$ cat src/rtl/fetch_if.sv
// Fetch stage bus: instruction memory read port, execute redirect and IF/ID register outputs.
interface fetch_if #(
    parameter int WIDTH1 = 32
);
    logic [WIDTH1-1:0] imem_addr;
    logic [WIDTH1-1:0] imem_rdata;
    logic              imem_wr;
    logic              redirect_valid;
    logic [WIDTH1-1:0] redirect_pc;
    logic              id_ready;
    logic              id_valid;
    logic [WIDTH1-1:0] id_instr;
    logic [WIDTH1-1:0] id_pc;
    logic              id_pred_taken;
    logic              halted;

    modport master (
        output imem_addr, imem_wr, id_valid, id_instr, id_pc, id_pred_taken, halted,
        input  imem_rdata, redirect_valid, redirect_pc, id_ready
    );

    modport slave (
        input  imem_addr, imem_wr, id_valid, id_instr, id_pc, id_pred_taken, halted,
        output imem_rdata, redirect_valid, redirect_pc, id_ready
    );
endinterface

$ cat src/rtl/fetch_stage.sv
// Instruction fetch: owns the PC, fills the IF/ID register, handles stall, redirect and halt.
// Define FETCH_STATIC_PREDICT_EN to predict backward B-type branches taken.
module fetch_stage #(
    parameter int                WIDTH1     = 32,
    parameter logic [WIDTH1-1:0] RESET_PC   = 32'h0000_0000,
    parameter logic [WIDTH1-1:0] HALT_INSTR = 32'h0000_5063
) (
    input  logic     clk,
    input  logic     reset,
    fetch_if.master  bus
);
    typedef enum logic {RUN, HALT} state_t;

    state_t            state;
    logic [WIDTH1-1:0] pc;
    logic [WIDTH1-1:0] next_pc;
    logic [WIDTH1-1:0] id_instr;
    logic [WIDTH1-1:0] id_pc;
    logic              id_valid;
    logic              id_pred_taken;
    logic              adv;
    logic              is_halt;
    logic              pred_bwd;

    assign adv     = !id_valid || bus.id_ready;
    assign is_halt = (bus.imem_rdata == HALT_INSTR);

`ifdef FETCH_STATIC_PREDICT_EN
    logic [WIDTH1-1:0] br_off;

    // B-type immediate; bit 31 is imm[12], so a set sign bit means a backward branch.
    assign br_off   = {{(WIDTH1-12){bus.imem_rdata[31]}}, bus.imem_rdata[7],
                       bus.imem_rdata[30:25], bus.imem_rdata[11:8], 1'b0};
    assign pred_bwd = (bus.imem_rdata[6:0] == 7'b1100011) && bus.imem_rdata[31];
    assign next_pc  = pred_bwd ? pc + br_off : pc + WIDTH1'(4);
`else
    assign pred_bwd = 1'b0;
    assign next_pc  = pc + WIDTH1'(4);
`endif

    always_ff @(posedge clk or posedge reset) begin
        if (reset) begin
            state         <= RUN;
            pc            <= RESET_PC;
            id_valid      <= 1'b0;
            id_instr      <= '0;
            id_pc         <= '0;
            id_pred_taken <= 1'b0;
        end else if (bus.redirect_valid) begin
            // Redirect squashes whatever sits in IF/ID, even if decode is stalled.
            state         <= RUN;
            pc            <= {bus.redirect_pc[WIDTH1-1:2], 2'b00};
            id_valid      <= 1'b0;
            id_pred_taken <= 1'b0;
        end else if (adv) begin
            case (state)
                RUN: begin
                    id_instr      <= bus.imem_rdata;
                    id_pc         <= pc;
                    id_valid      <= 1'b1;
                    id_pred_taken <= pred_bwd;
                    if (is_halt) state <= HALT;
                    else         pc    <= next_pc;
                end
                HALT: id_valid <= 1'b0;
                default: state <= RUN;
            endcase
        end
    end

    assign bus.imem_addr     = pc;
    assign bus.imem_wr       = 1'b0;
    assign bus.id_valid      = id_valid;
    assign bus.id_instr      = id_instr;
    assign bus.id_pc         = id_pc;
    assign bus.id_pred_taken = id_pred_taken;
    assign bus.halted        = (state == HALT);
endmodule

$ cat src/flat_wrapper.sv
// flat-port wrapper written by rule: the top's interface ports become plain ports
module fetch_stage_flat 
#(
    parameter int                WIDTH1     = 32,
    parameter logic [WIDTH1-1:0] RESET_PC   = 32'h0000_0000,
    parameter logic [WIDTH1-1:0] HALT_INSTR = 32'h0000_5063
)
  (clk, reset, bus_imem_addr, bus_imem_wr, bus_id_valid, bus_id_instr, bus_id_pc, bus_id_pred_taken, bus_halted, bus_imem_rdata, bus_redirect_valid, bus_redirect_pc, bus_id_ready);
  fetch_if #(.WIDTH1(WIDTH1)) bus_i ();
  input  logic clk;
  input  logic reset;
  output wire logic [$bits(bus_i.imem_addr)-1:0] bus_imem_addr;
  output wire logic [$bits(bus_i.imem_wr)-1:0] bus_imem_wr;
  output wire logic [$bits(bus_i.id_valid)-1:0] bus_id_valid;
  output wire logic [$bits(bus_i.id_instr)-1:0] bus_id_instr;
  output wire logic [$bits(bus_i.id_pc)-1:0] bus_id_pc;
  output wire logic [$bits(bus_i.id_pred_taken)-1:0] bus_id_pred_taken;
  output wire logic [$bits(bus_i.halted)-1:0] bus_halted;
  input wire logic [$bits(bus_i.imem_rdata)-1:0] bus_imem_rdata;
  input wire logic [$bits(bus_i.redirect_valid)-1:0] bus_redirect_valid;
  input wire logic [$bits(bus_i.redirect_pc)-1:0] bus_redirect_pc;
  input wire logic [$bits(bus_i.id_ready)-1:0] bus_id_ready;
  assign bus_imem_addr = bus_i.imem_addr;
  assign bus_imem_wr = bus_i.imem_wr;
  assign bus_id_valid = bus_i.id_valid;
  assign bus_id_instr = bus_i.id_instr;
  assign bus_id_pc = bus_i.id_pc;
  assign bus_id_pred_taken = bus_i.id_pred_taken;
  assign bus_halted = bus_i.halted;
  assign bus_i.imem_rdata = bus_imem_rdata;
  assign bus_i.redirect_valid = bus_redirect_valid;
  assign bus_i.redirect_pc = bus_redirect_pc;
  assign bus_i.id_ready = bus_id_ready;
  fetch_stage #(.WIDTH1(WIDTH1), .RESET_PC(RESET_PC), .HALT_INSTR(HALT_INSTR)) u_core (.clk(clk), .reset(reset), .bus(bus_i));
endmodule
$ cat config.mk
export PLATFORM = sky130hd
export DESIGN_NAME = fetch_stage_flat
export DESIGN_NICKNAME = d
export VERILOG_FILES = /design/src/rtl/fetch_if.sv /design/src/rtl/fetch_stage.sv /design/src/flat_wrapper.sv
export SDC_FILE = /design/constraint.sdc
export NUM_CORES = 1
export LEC_CHECK = 0
export BUFFER_PORTS_ARGS = -buffer_cell sky130_fd_sc_hd__buf_2
export CAP_MARGIN = 10
export CORE_ASPECT_RATIO = 0.9
export CORE_MARGIN = 1.5
export CORE_UTILIZATION = 41
export DETAILED_ROUTE_END_ITERATION = 12
export HOLD_SLACK_MARGIN = 0.06
export PLACE_DENSITY_LB_ADDON = 0.3
export SYNTH_ARGS = -nofsm -noshare
export SYNTH_HDL_FRONTEND = slang
export SYNTH_SLANG_ARGS = --single-unit
$ cat constraint.sdc
create_clock -name clk -period 2.66 [get_ports clk]
set_input_delay 0.133 -clock clk [delete_from_list [all_inputs] [get_ports clk]]
set_output_delay 0.133 -clock clk [all_outputs]
set_load 0.02 [all_outputs]
==> impl_results.md <==
- Status: complete, no violations
- Core footprint: 10300 µm²
- Max Buffers Root-to-Sink: 2
- R2R Setup Slk: around 0.54 ns
- Seq cells post-synth: 94
- Final Hold Viols: 0
- Met2 GRT Util: 34.2%
- CP Cell Sequence: ha_1, nor3b_2, o2111ai_2, or3_1, a31oi_1
- LEAKAGE: around 2.8 nW
- Number of fill cells: 850
- Slew HR: approximately 56%
- Crit. End Element: flip-flop
- Initial Util: 42.4%
- Routed Antenna Nets: 0
- WL/cell: around 16 µm
- TritonCTS clock tree: yes
- Synth Area in Simple Gates: between 10% and 20%
- R2R Path Start: u_core.bus.imem_addr[2]
- Diode count: 0
- Final wirelength: ~11 mm
- Min-Delay Path Class: in2reg
- DP HPWL: between 7 and 8 mm
- Chip height: slightly above 100 µm
- Clk slew on worst S/H paths: roughly 0.060 ns
- Final #Nets: 661
- Post-Synth XOR/XNOR Area: under 10%
- Worst Setup SP: u_core.bus.imem_addr[2]
- Max cap viols: 0
- RSZ-0062 raised after global routing: false
- Clock Skew: 0.00584 ns
- Die area: around 11000 µm²
- Area growth syn-to-layout: 42.4%
- Largest family of logic cells by synthesized area: multiplexers
- Yosys warns: 0
- Via-to-Cell Ratio: roughly 5.2
- Root buf cell: clkbuf_16
- Netlist Area Pre-Place: between 4000 and 5000 µm²
- Max-slew violations: 0
- Worst path slowest cell: dfrtp_1
- Layout cells sized above 1: 43.2%
- Post-CTS setup repair buffer count: 0
- Die W: between 100 and 150 µm
- Asr flop ratio synth: 100%
- Gr busiest metal: met2
- Pwr Density: ~640 nW/µm²
- Initial antenna violation count: 0
- Max Freq: 0.472 GHz
- Drt drc: 0
- EDFF count, synth: 0
- Critical path endpoint: u_core.bus.imem_addr[28]
- Critical Path AT: around 2.4 ns
- Period minus WS final: 2.12 ns
- Post-synthesis area per instance: between 10 and 15 µm²
- Adder-cell share of the synthesized area: less than 1%
- Drt pass-1 iters: 6
- Reg-to-Reg End: u_core.bus.imem_addr[28]
- Startpoint types: flip-flop
- GRT Overall Usage: about a fifth
- Buffers on Ports: 159
- WS Path Type: reg2reg
- Netlist cell types: 44
- Vias in the first global route: ~3700
- Most common cell after layout, fill and taps aside: buf_2
- Pin count of the biggest net entering global routing: 60
- H-tree levels: 3
- Mux cell area share after synthesis: around 17%
- Compound-gate portion of the synthesized area: under 10%
- Most frequent cells in the layout: buf_2 (159), dfrtp_1 (94), mux2_2 (64)
- Total grt overflow: 0
- Clock Latency Late Sink: around 0.34 ns
- Post-route setup TNS: 0 ns
- First DRT Iteration DRCs: 108
- Met3 GRT Util: between 4 and 5%
- CTS buffer count: 9
- Reg2reg path depth: 5
- Top_reg_cell synth: dfrtp_1
- Register area share after synthesis: 53.9%
- Vias: around 3800
- Grt met1 use: a little over a quarter
- Worst hold path cell count: 2
- Max incr delay on CP: 0.47 ns
- Critical Path Fanout Max: 7
- Worst-margin pin slew: about 0.66 ns
- PostCTS Resize Cnt: 0
- I/O pin cnt: roughly 170
- Crit share post-route: approximately four fifths
- Synthesized instance count: around 370
- Tot Pwr: ~0.0040 W
- First-pass GRT wire length: ~18 mm
- VDD IR-drop max: slightly above 0.4 mV
- Num rows: 35
- Data required time of the worst path: 2.92 ns
- CTS Hold Bufs: 61
- Routability cong.: 0.806
- Clock sinks: 94
- Setup Viol. Count Final: 0
==> worst min path at each step <==
stage	to	slack, ns	startpoint
global placement	u_core.bus.id_instr[1]	0.27	reset
global route	u_core.bus.id_instr[27]	0.08	bus_imem_rdata[27]
floorplan	u_core.bus.imem_addr[11]	0.25	bus_redirect_pc[11]
detailed placement	u_core.bus.id_instr[1]	0.29	reset
finish	u_core.bus.id_instr[27]	0.08	bus_imem_rdata[27]
CTS	u_core.bus.id_instr[27]	0.07	bus_imem_rdata[27]
==> through the flow <==
stage          utilization (%)  cell area, µm²  worst slack (ns)  instances  hold slack, ns
2_1_floorplan                -            4380            0.0783        373           0.254
3_3_place_gp              51.7            5330             0.606        649           0.270
3_5_place_dp              51.7            5330             0.595        649           0.289
4_1_cts                   60.4            6210             0.580        724          0.0697
5_1_grt                   60.4            6210             0.319        724          0.0759
6_report                  60.4            6210             0.539        724          0.0752
==> layout make-up <==
type                       count  area [µm²]  area share [%]
tap                          129         161            2.60
clock inverter                 1        5.00          0.0806
clock buffer                  13         270            4.35
multi-input combinational    251        1900            30.5
timing repair buffer         232        1510            24.3
sequential                    94        2350            37.9
inverter                       4        17.5           0.282
==> worst max-delay path: cells and delay by family (launching register included) <==
kind | cells | cell delay (ns)
flip-flops | 1 | 0.47
adder cells (fa/ha/maj) | 1 | 0.28
AND/OR/NAND/NOR | 2 | 0.84
AO/OA/AOI/OAI | 2 | 0.46
==> synth_stat cells, drive strengths merged, types with 2 or more instances <==
| cell type | n | area (µm²) |
|---|---|---|
| nand2 | 33 | 124 |
| nor4bb | 2 | 20.0 |
| nor4 | 5 | 46.3 |
| or4 | 7 | 52.6 |
| clkbuf | 7 | 26.3 |
| o2111ai | 10 | 100 |
| a22oi | 4 | 30.0 |
| o211ai | 6 | 45.0 |
| o21ai | 19 | 95.1 |
| nor4b | 3 | 32.5 |
| buf | 17 | 97.6 |
| and3 | 2 | 12.5 |
| xor2 | 9 | 78.8 |
| and2 | 3 | 18.8 |
| dfrtp | 94 | 2350 |
| nor2 | 15 | 56.3 |
| nand4 | 8 | 65.1 |
| a31oi | 8 | 50.1 |
| or3 | 6 | 37.5 |
| xnor2 | 3 | 26.3 |
| nor3 | 11 | 66.3 |
| nand3 | 9 | 45.0 |
| mux2 | 64 | 721 |
| inv | 4 | 15.0 |
| nor2b | 6 | 37.5 |
| o31ai | 2 | 15.0 |
| mux2i | 3 | 30.0 |
==> sequential cells by signal, summed over array words and instances (netlist names) <==
| name | cells |
|---|---|
| u_core.bus.halted | 1 |
| u_core.bus.id_instr | 32 |
| u_core.bus.id_pc | 30 |
| u_core.bus.id_valid | 1 |
| u_core.bus.imem_addr | 30 |
==> cell families (layout without fill, tap and decap cells) <==
group,Yosys count,in the layout
and+or+nand+nor,112,112
DFF,94,94
muxes,67,67
other,1,6
xor gates and xnor gates,12,12
AOI/OAI and AO/OA,53,53
buffers and inverters,28,250
adders and majority gates,1,1
==> per-layer routing <==
| layer | up-vias | wire, µm |
|---|---|---|
| met5 | - | 0 |
| met4 | 0 | 230 |
| met3 | 20 | 458 |
| met2 | 100 | 5780 |
| met1 | 1864 | 4890 |
| li1 | 1785 | - |
==> where the power goes <==
part / switching [W] / leakage, nW / internal [W]
registers: 0.000151 / 1.10 / 0.00163
clock network: 0.000508 / 0.138 / 0.000699
logic: 0.000548 / 1.56 / 0.000426
total: 0.00121 / 2.80 / 0.00275
Power figures use the tool's default switching activity.
